<file path="src/rtl/pea_pkg.sv">
// Shared PE definitions: divider sizing and divider FSM state encoding.
package pea_pkg;

  localparam int DIV_WIDTH      = 32;
  localparam int DIV_LOG2_RADIX = 2;

  typedef enum logic [1:0] {
    DIV_IDLE,
    DIV_ITER,
    DIV_FIX,
    DIV_DONE
  } div_state_e;

endpackage

</file>
<file path="src/rtl/r_div_step.sv">
// One iteration of the restoring divider: LOG2_RADIX chained shift/trial-subtract
// cells, retiring quotient bits MSB-first.
module r_div_step #(
  parameter int WIDTH      = 32,
  parameter int LOG2_RADIX = 2
) (
  input  logic [WIDTH:0]        i_rem,
  input  logic [LOG2_RADIX-1:0] i_bits,
  input  logic [WIDTH-1:0]      i_divisor,
  output logic [WIDTH:0]        o_rem,
  output logic [LOG2_RADIX-1:0] o_q
);

  logic [WIDTH:0]        w_rem;
  logic [WIDTH:0]        w_trial;
  logic [LOG2_RADIX-1:0] w_q;

  // The remainder stays below the divisor, so the shifted value plus the
  // trial difference always fit in WIDTH+1 bits and bit WIDTH is the sign.
  always_comb begin
    w_rem   = i_rem;
    w_trial = '0;
    w_q     = '0;
    for (int k = LOG2_RADIX - 1; k >= 0; k--) begin
      w_rem   = {w_rem[WIDTH-1:0], i_bits[k]};
      w_trial = w_rem - {1'b0, i_divisor};
      if (!w_trial[WIDTH]) begin
        w_rem  = w_trial;
        w_q[k] = 1'b1;
      end
    end
  end

  assign o_rem = w_rem;
  assign o_q   = w_q;

endmodule

</file>
<file path="src/rtl/r_div_iter.sv">
// Iterative restoring divider FU: signed/unsigned, LOG2_RADIX quotient bits per
// cycle, defined divide-by-zero result, registered outputs behind valid/ready.
module r_div_iter
  import pea_pkg::*;
#(
  parameter int WIDTH      = DIV_WIDTH,
  parameter int LOG2_RADIX = DIV_LOG2_RADIX
) (
  input  logic             clk_i,
  input  logic             rst_i,
  input  logic             valid_i,
  output logic             ready_o,
  input  logic             signed_i,
  input  logic [WIDTH-1:0] dividend_i,
  input  logic [WIDTH-1:0] divisor_i,
  output logic             valid_o,
  input  logic             ready_i,
  output logic [WIDTH-1:0] quotient_o,
  output logic [WIDTH-1:0] remainder_o,
  output logic             div_by_zero_o,
  output div_state_e       dbg_state_o
);

  // Handshakes: a transfer happens on a rising edge where valid and ready are
  // both high; valid never drops and data never changes until that transfer.

  localparam int N_ITER = WIDTH / LOG2_RADIX;
  localparam int CNT_W  = (N_ITER > 1) ? $clog2(N_ITER) : 1;
  localparam logic [CNT_W-1:0] CNT_LOAD = CNT_W'(N_ITER - 1);

  div_state_e            r_state;
  logic [CNT_W-1:0]      r_cnt;
  logic [WIDTH-1:0]      r_dvd;
  logic [WIDTH-1:0]      r_dvs;
  logic [WIDTH:0]        r_rem;
  logic [WIDTH-1:0]      r_quo;
  logic                  r_neg_q;
  logic                  r_neg_r;
  logic                  r_valid;
  logic [WIDTH-1:0]      r_quotient;
  logic [WIDTH-1:0]      r_remainder;
  logic                  r_dbz;

  logic                  w_dvd_neg;
  logic                  w_dvs_neg;
  logic [WIDTH-1:0]      w_dvd_abs;
  logic [WIDTH-1:0]      w_dvs_abs;
  logic [WIDTH:0]        w_step_rem;
  logic [LOG2_RADIX-1:0] w_step_q;
  logic [WIDTH+LOG2_RADIX-1:0] w_qcat;
  logic                  w_accept;

  assign w_dvd_neg = signed_i & dividend_i[WIDTH-1];
  assign w_dvs_neg = signed_i & divisor_i[WIDTH-1];
  // Negating MIN wraps back to MIN, which read unsigned is the right magnitude.
  assign w_dvd_abs = w_dvd_neg ? -dividend_i : dividend_i;
  assign w_dvs_abs = w_dvs_neg ? -divisor_i : divisor_i;
  assign w_accept  = valid_i & ready_o;
  assign w_qcat    = {r_quo, w_step_q};

  r_div_step #(
    .WIDTH      (WIDTH),
    .LOG2_RADIX (LOG2_RADIX)
  ) u_step (
    .i_rem     (r_rem),
    .i_bits    (r_dvd[WIDTH-1 -: LOG2_RADIX]),
    .i_divisor (r_dvs),
    .o_rem     (w_step_rem),
    .o_q       (w_step_q)
  );

  always_ff @(posedge clk_i) begin
    if (rst_i) begin
      r_state     <= DIV_IDLE;
      r_cnt       <= '0;
      r_dvd       <= '0;
      r_dvs       <= '0;
      r_rem       <= '0;
      r_quo       <= '0;
      r_neg_q     <= 1'b0;
      r_neg_r     <= 1'b0;
      r_valid     <= 1'b0;
      r_quotient  <= '0;
      r_remainder <= '0;
      r_dbz       <= 1'b0;
    end else begin
      case (r_state)
        DIV_IDLE: begin
          if (w_accept) begin
            if (divisor_i == '0) begin
              r_quotient  <= '1;
              r_remainder <= dividend_i;
              r_dbz       <= 1'b1;
              r_valid     <= 1'b1;
              r_state     <= DIV_DONE;
            end else begin
              r_dvd   <= w_dvd_abs;
              r_dvs   <= w_dvs_abs;
              r_neg_q <= w_dvd_neg ^ w_dvs_neg;
              r_neg_r <= w_dvd_neg;
              r_rem   <= '0;
              r_quo   <= '0;
              r_cnt   <= CNT_LOAD;
              r_state <= DIV_ITER;
            end
          end
        end
        DIV_ITER: begin
          r_rem <= w_step_rem;
          r_quo <= w_qcat[WIDTH-1:0];
          r_dvd <= r_dvd << LOG2_RADIX;
          r_cnt <= r_cnt - 1'b1;
          if (r_cnt == '0) begin
            r_state <= DIV_FIX;
          end
        end
        DIV_FIX: begin
          r_quotient  <= r_neg_q ? -r_quo : r_quo;
          r_remainder <= r_neg_r ? -r_rem[WIDTH-1:0] : r_rem[WIDTH-1:0];
          r_dbz       <= 1'b0;
          r_valid     <= 1'b1;
          r_state     <= DIV_DONE;
        end
        DIV_DONE: begin
          if (ready_i) begin
            r_valid <= 1'b0;
            r_state <= DIV_IDLE;
          end
        end
        default: r_state <= DIV_IDLE;
      endcase
    end
  end

  assign ready_o       = (r_state == DIV_IDLE) & ~rst_i;
  assign valid_o       = r_valid;
  assign quotient_o    = r_quotient;
  assign remainder_o   = r_remainder;
  assign div_by_zero_o = r_dbz;
  assign dbg_state_o   = r_state;

endmodule
</file>
<file path="config.mk">
export PLATFORM = sky130hd
export DESIGN_NAME = r_div_iter
export DESIGN_NICKNAME = d
export VERILOG_FILES = /design/src/rtl/pea_pkg.sv /design/src/rtl/r_div_step.sv /design/src/rtl/r_div_iter.sv
export SDC_FILE = /design/constraint.sdc
export NUM_CORES = 1
export LEC_CHECK = 0
export BUFFER_PORTS_ARGS = -buffer_cell sky130_fd_sc_hd__buf_2
export CAP_MARGIN = 40
export CORE_MARGIN = 3
export CORE_UTILIZATION = 55
export DETAILED_ROUTE_END_ITERATION = 10
export GPL_ROUTABILITY_DRIVEN = 1
export PLACE_DENSITY_LB_ADDON = 0.25
export SLEW_MARGIN = 20
export SYNTH_ARGS = -nofsm -noshare
export SYNTH_HDL_FRONTEND = slang
export SYNTH_HIERARCHICAL = 1
export SYNTH_SLANG_ARGS = --single-unit
</file>
<file path="constraint.sdc">
create_clock -name clk_i -period 7.4 [get_ports clk_i]
set_input_delay 0.37 -clock clk_i [delete_from_list [all_inputs] [get_ports clk_i]]
set_output_delay 0.37 -clock clk_i [all_outputs]
set_load 0.01 [all_outputs]
</file>
# After elaboration in Yosys (flattened, before gate mapping)
# Cells that the tools add are included.
[totals]
in_bits = 69
register_bits = 202
word_cells = 81
[classes]
n_bitwise = 7
muxes = 36
n_eq_ne = 8
n_addsub = 7
n_reduce_logical = 11
[ops]
columns = ["operator", "count"]
rows = [
  ["$mux 32", 16],
  ["$pmux 32 s2", 5],
  ["$neg 32->32", 4],
  ["$sub 33x32->33", 2],
  ["$logic_not 32->1", 1],
  ["$reduce_and 3->1", 4],
  ["$ne 2x2->1 const B", 5],
  ["$mux 2", 4],
  ["$mux 4", 2],
  ["$pmux 2 s4", 1],
  ["$pmux 4 s2", 1],
  ["$mux 1", 5],
  ["$and 1x1->1", 4],
  ["$eq 2x2->1 const B", 2],
  ["$logic_not 4->1", 1],
  ["$reduce_and 4->1", 1],
  ["$reduce_bool 2->1", 2],
  ["$sub 4x1->4 const B", 1],
  ["$pmux 1 s3", 1],
  ["$reduce_bool 3->1", 1],
  ["$eq 2x1->1 const B", 1],
  ["$logic_not 2->1", 1],
  ["$not 1->1", 2],
  ["$pmux 1 s2", 1],
  ["$xor 1x1->1", 1],
]

# Logic depth before layout (Yosys ltp)
[logic_depth]
depth_word = 5
ltp_mapped = 33
mapped_depth_nobuf = 31

# Hierarchy
# The synthesis kept the hierarchy.
[modules_own_cells]
columns = ["mod", "area_per_inst_um2", "cells_each", "instances", "seq_area_each_um2"]
rows = [
  ["r_div_iter", 10597.7, 1322, 1, 4063.9],
  ["r_div_step", 4262.8, 591, 1, 0.0],
]

# Least setup slack after synthesis
# OpenSTA, ideal clock, no wires.
[synth_timing]
path_type = "flip-flop to flip-flop"
start = "reg r_rem[26]"
end = "reg r_rem[16]"
arrival_ps = 6847
synth_period_minus_slack_ps = 6980
setup_slack_ps = 420
required_time_ps = 7268
stages_incl_launch_ff = 29
cell_sequence = "dfxtp_1 -> ha_1 -> a21o_1 -> a21o_1 -> a221o_1 -> a221o_1 -> mux2_4 -> a31oi_4 -> nand3_4 -> inv_4 -> buf_6 -> mux2_2 -> fa_1 -> nor2b_1 -> o21ai_0 -> a2111oi_0 -> o2111ai_1 -> a221o_1 -> a31oi_1 -> a31o_2 -> a21o_1 -> a21o_1 -> ha_1 -> clkbuf_1 -> clkinv_1 -> or4b_2 -> o221a_2 -> nand3_1 -> a21oi_1"
[synth_via]
elab_chain_cells = 5
[synth_rtl]
columns = ["item", "line", "rtl"]
rows = [
  ["start, declared", "r_div_iter.sv:35", "logic [WIDTH:0] r_rem;"],
  ["start signal, assigned", "r_div_iter.sv:109", "r_rem <= w_step_rem;"],
  ["$sub 33x32->33", "r_div_step.sv:26", "w_trial = w_rem - {1'b0, i_divisor};"],
  ["$mux 32 *", "r_div_step.sv:27", "if (!w_trial[WIDTH]) begin"],
  ["$sub 33x32->33", "r_div_step.sv:26", ""],
  ["$mux 32 *", "r_div_step.sv:27", ""],
  ["via w_step_rem[16]", "r_div_iter.sv:48", "logic [WIDTH:0] w_step_rem;"],
  ["$pmux 32 s2 *", "r_div_iter.sv:87", "case (r_state)"],
]
# The timed path passes the listed nets; every way through them passes the cells marked *.
# A chain may end at the register's enable or synchronous reset.

# Worst setup path after layout
[layout_timing]
start = "reg r_dvd[31]"
end = "reg r_rem[16]"
[layout_via]
elab_chain_cells = 5
[layout_rtl]
columns = ["item", "line", "rtl"]
rows = [
  ["start, declared", "r_div_iter.sv:33", "logic [WIDTH-1:0] r_dvd;"],
  ["start signal, assigned", "r_div_iter.sv:97", "r_dvd <= w_dvd_abs;"],
  ["start signal, assigned", "r_div_iter.sv:111", "r_dvd <= r_dvd << LOG2_RADIX;"],
  ["$sub 33x32->33", "r_div_step.sv:26", ""],
  ["$mux 32 *", "r_div_step.sv:27", ""],
  ["$sub 33x32->33", "r_div_step.sv:26", ""],
  ["$mux 32 *", "r_div_step.sv:27", ""],
  ["via w_step_rem[16]", "r_div_iter.sv:48", ""],
  ["$pmux 32 s2 *", "r_div_iter.sv:87", ""],
]
# Marks and branches as above.

==> impl_results.md <==
- Total negative slack: 0 ns
- Final ANT Viol Nets: 0
- Crit Path Max Fanout: 30
- Gate Count Post-Synth: 1909
- Die W: 170 µm
- Vias post-DR: 14512
- Synth Warn #: 6
- Worst path slowest cell: or4b_2
- First-pass GRT wire length: 70600 µm
- Setup bufs post-CTS: 0
- H-tree levels: 1
- Total gr overflow: 0
- Reg2reg start: r_dvd[31]
- Critical Path AT: 7.45 ns
- Clk_lat worst skew: 0.53 ns
- Starting Density: 56.4%
- Port Buffers: 137
- Routed wire length: 43700 µm
- Max Buffers Root-to-Sink: 3
- Worst-margin pin slew: 0.835 ns
- Worst Min Path Start: dividend_i[13]
- CP bufs+invs: 5
- Clock Skew: 0.0175 ns
- Mapped Area: 0.0148 mm²
- Drt wl/cell: 18.7 µm
- Row Count: 59
- CP endpoint kind: flop
- CTS Hold Bufs: 0
- Mean Syn Cell Area: 7.77 µm²
- Worst path max stage delay: 0.64 ns
- Clk slew on worst S/H paths: 0.06 ns
- Detailed router's first-iteration violation count: 1340
- Initial antenna violation count: 3
- Remaining DRCs: 0
- Outcome: complete, no violations
- Vias per cell: 6.20
- Final setup violation count: 0
- Unrepaired setup endpoints after global routing: false
- Syn_nets: 2055
- Largest delay contributor family on the critical path: compound AO/OA/AOI/OAI gates
- Worst slew margin: 44.4%
- Critical Path RT: 7.81 ns
- CTS Buf Count: 24
- Detailed Place HPWL: 31800 µm
- Nets@finish: 2137
- Post-CTS sizing: 0
- Most numerous cell on the critical path: a21o_1
- First-pass DRT Iterations: 5
- Die area: 0.0290 mm²
- Largest net degree at the start of global routing: 73
- Crit path time final: 7.04 ns
- Max Clock Freq: 0.142 GHz
- Period Utilization, post-route: 95.1%
- Final Max Slew Viols: 0
- Vias in the first global route: 13706
- GPL Wtd Cong: 0.965
- Inserted Diodes: 0
- Filler cell count in the final layout: 2327
- Hold Path Class: in -> reg
- Ports: 138
- Die Ht: 170 µm
- Max Cap Viol: 0
- Final hold viol count: 0
- Layout cells sized above 1: 14.7%
- CP Launch Type: flop
- Core footprint: 0.0263 mm²
- Clock sink count: 202
- GR Util All Layers: 29.2%
- Area Overhead vs Synth: 11.9%
- CTS tree: yes
- Crit path from: r_dvd[31]
- CTS root buf: clkbuf_16
- CP Class: reg -> reg
==> final timing paths <==
check	end	slack, ns	cells past startpoint
setup / recovery	r_rem[16]	0.36	30
hold / removal	remainder_o[13]	0.13	2
setup reg to reg	r_rem[16]	0.36	30
hold reg to reg	r_dvd[17]	0.44	2
==> cells in the final DEF, fill, tap and decap left out, drive strengths merged, types with 18 or more instances in the layout <==
| cell | instances |
|---|---|
| nand3 | 87 |
| xor2 | 88 |
| a21o | 28 |
| a211oi | 68 |
| buf | 171 |
| o21ai | 66 |
| o41ai | 23 |
| o31ai | 41 |
| nand2b | 30 |
| o211ai | 40 |
| dfxtp | 202 |
| or3 | 19 |
| inv | 78 |
| ha | 75 |
| nand2 | 220 |
| or4 | 19 |
| mux2 | 42 |
| a21oi | 197 |
| o21a | 18 |
| nor2 | 149 |
| clkbuf | 34 |
| nor3 | 41 |
| xnor2 | 72 |
==> state kept, by name (all words and copies together) (netlist names) <==
name / flops
dbg_state_o: 2
div_by_zero_o: 1
quotient_o: 32
r_cnt: 4
r_dvd: 32
r_dvs: 32
r_neg_q: 1
r_neg_r: 1
r_quo: 32
r_rem: 32
remainder_o: 32
valid_o: 1
==> stage by stage <==
step	hold slack (ns)	instances	setup WS, ns	area, µm²	util [%]
floorplan	0.427	1909	0.420	14800	-
global placement	0.435	2295	0.271	15700	59.7
detailed placement	0.438	2300	0.275	15800	60.1
CTS	0.117	2342	0.238	16600	63.1
global route	0.140	2342	0.0978	16600	63.1
finish	0.134	2342	0.361	16600	63.1
==> layer usage <==
metal	track usage (%)	vias up	part of all wire [%]
li1	-	7089	-
met1	39.7	6818	44
met2	47.7	509	46
met3	4.09	90	7.2
met4	10.1	6	3.2
met5	0	-	0.089
==> layout make-up <==
class | instances | area [µm²] | share of cell area, %
clock inverters | 8 | 66.3 | 0.400
inverters | 79 | 299 | 1.80
repair buffers | 171 | 1020 | 6.16
flip-flops and latches | 202 | 4050 | 24.4
well taps | 335 | 419 | 2.53
clock buffers | 34 | 708 | 4.27
multi-input cells | 1513 | 10000 | 60.5
Power is not shown: default switching activity piles up to over one toggle a cycle in this logic, so the estimate is an artifact.
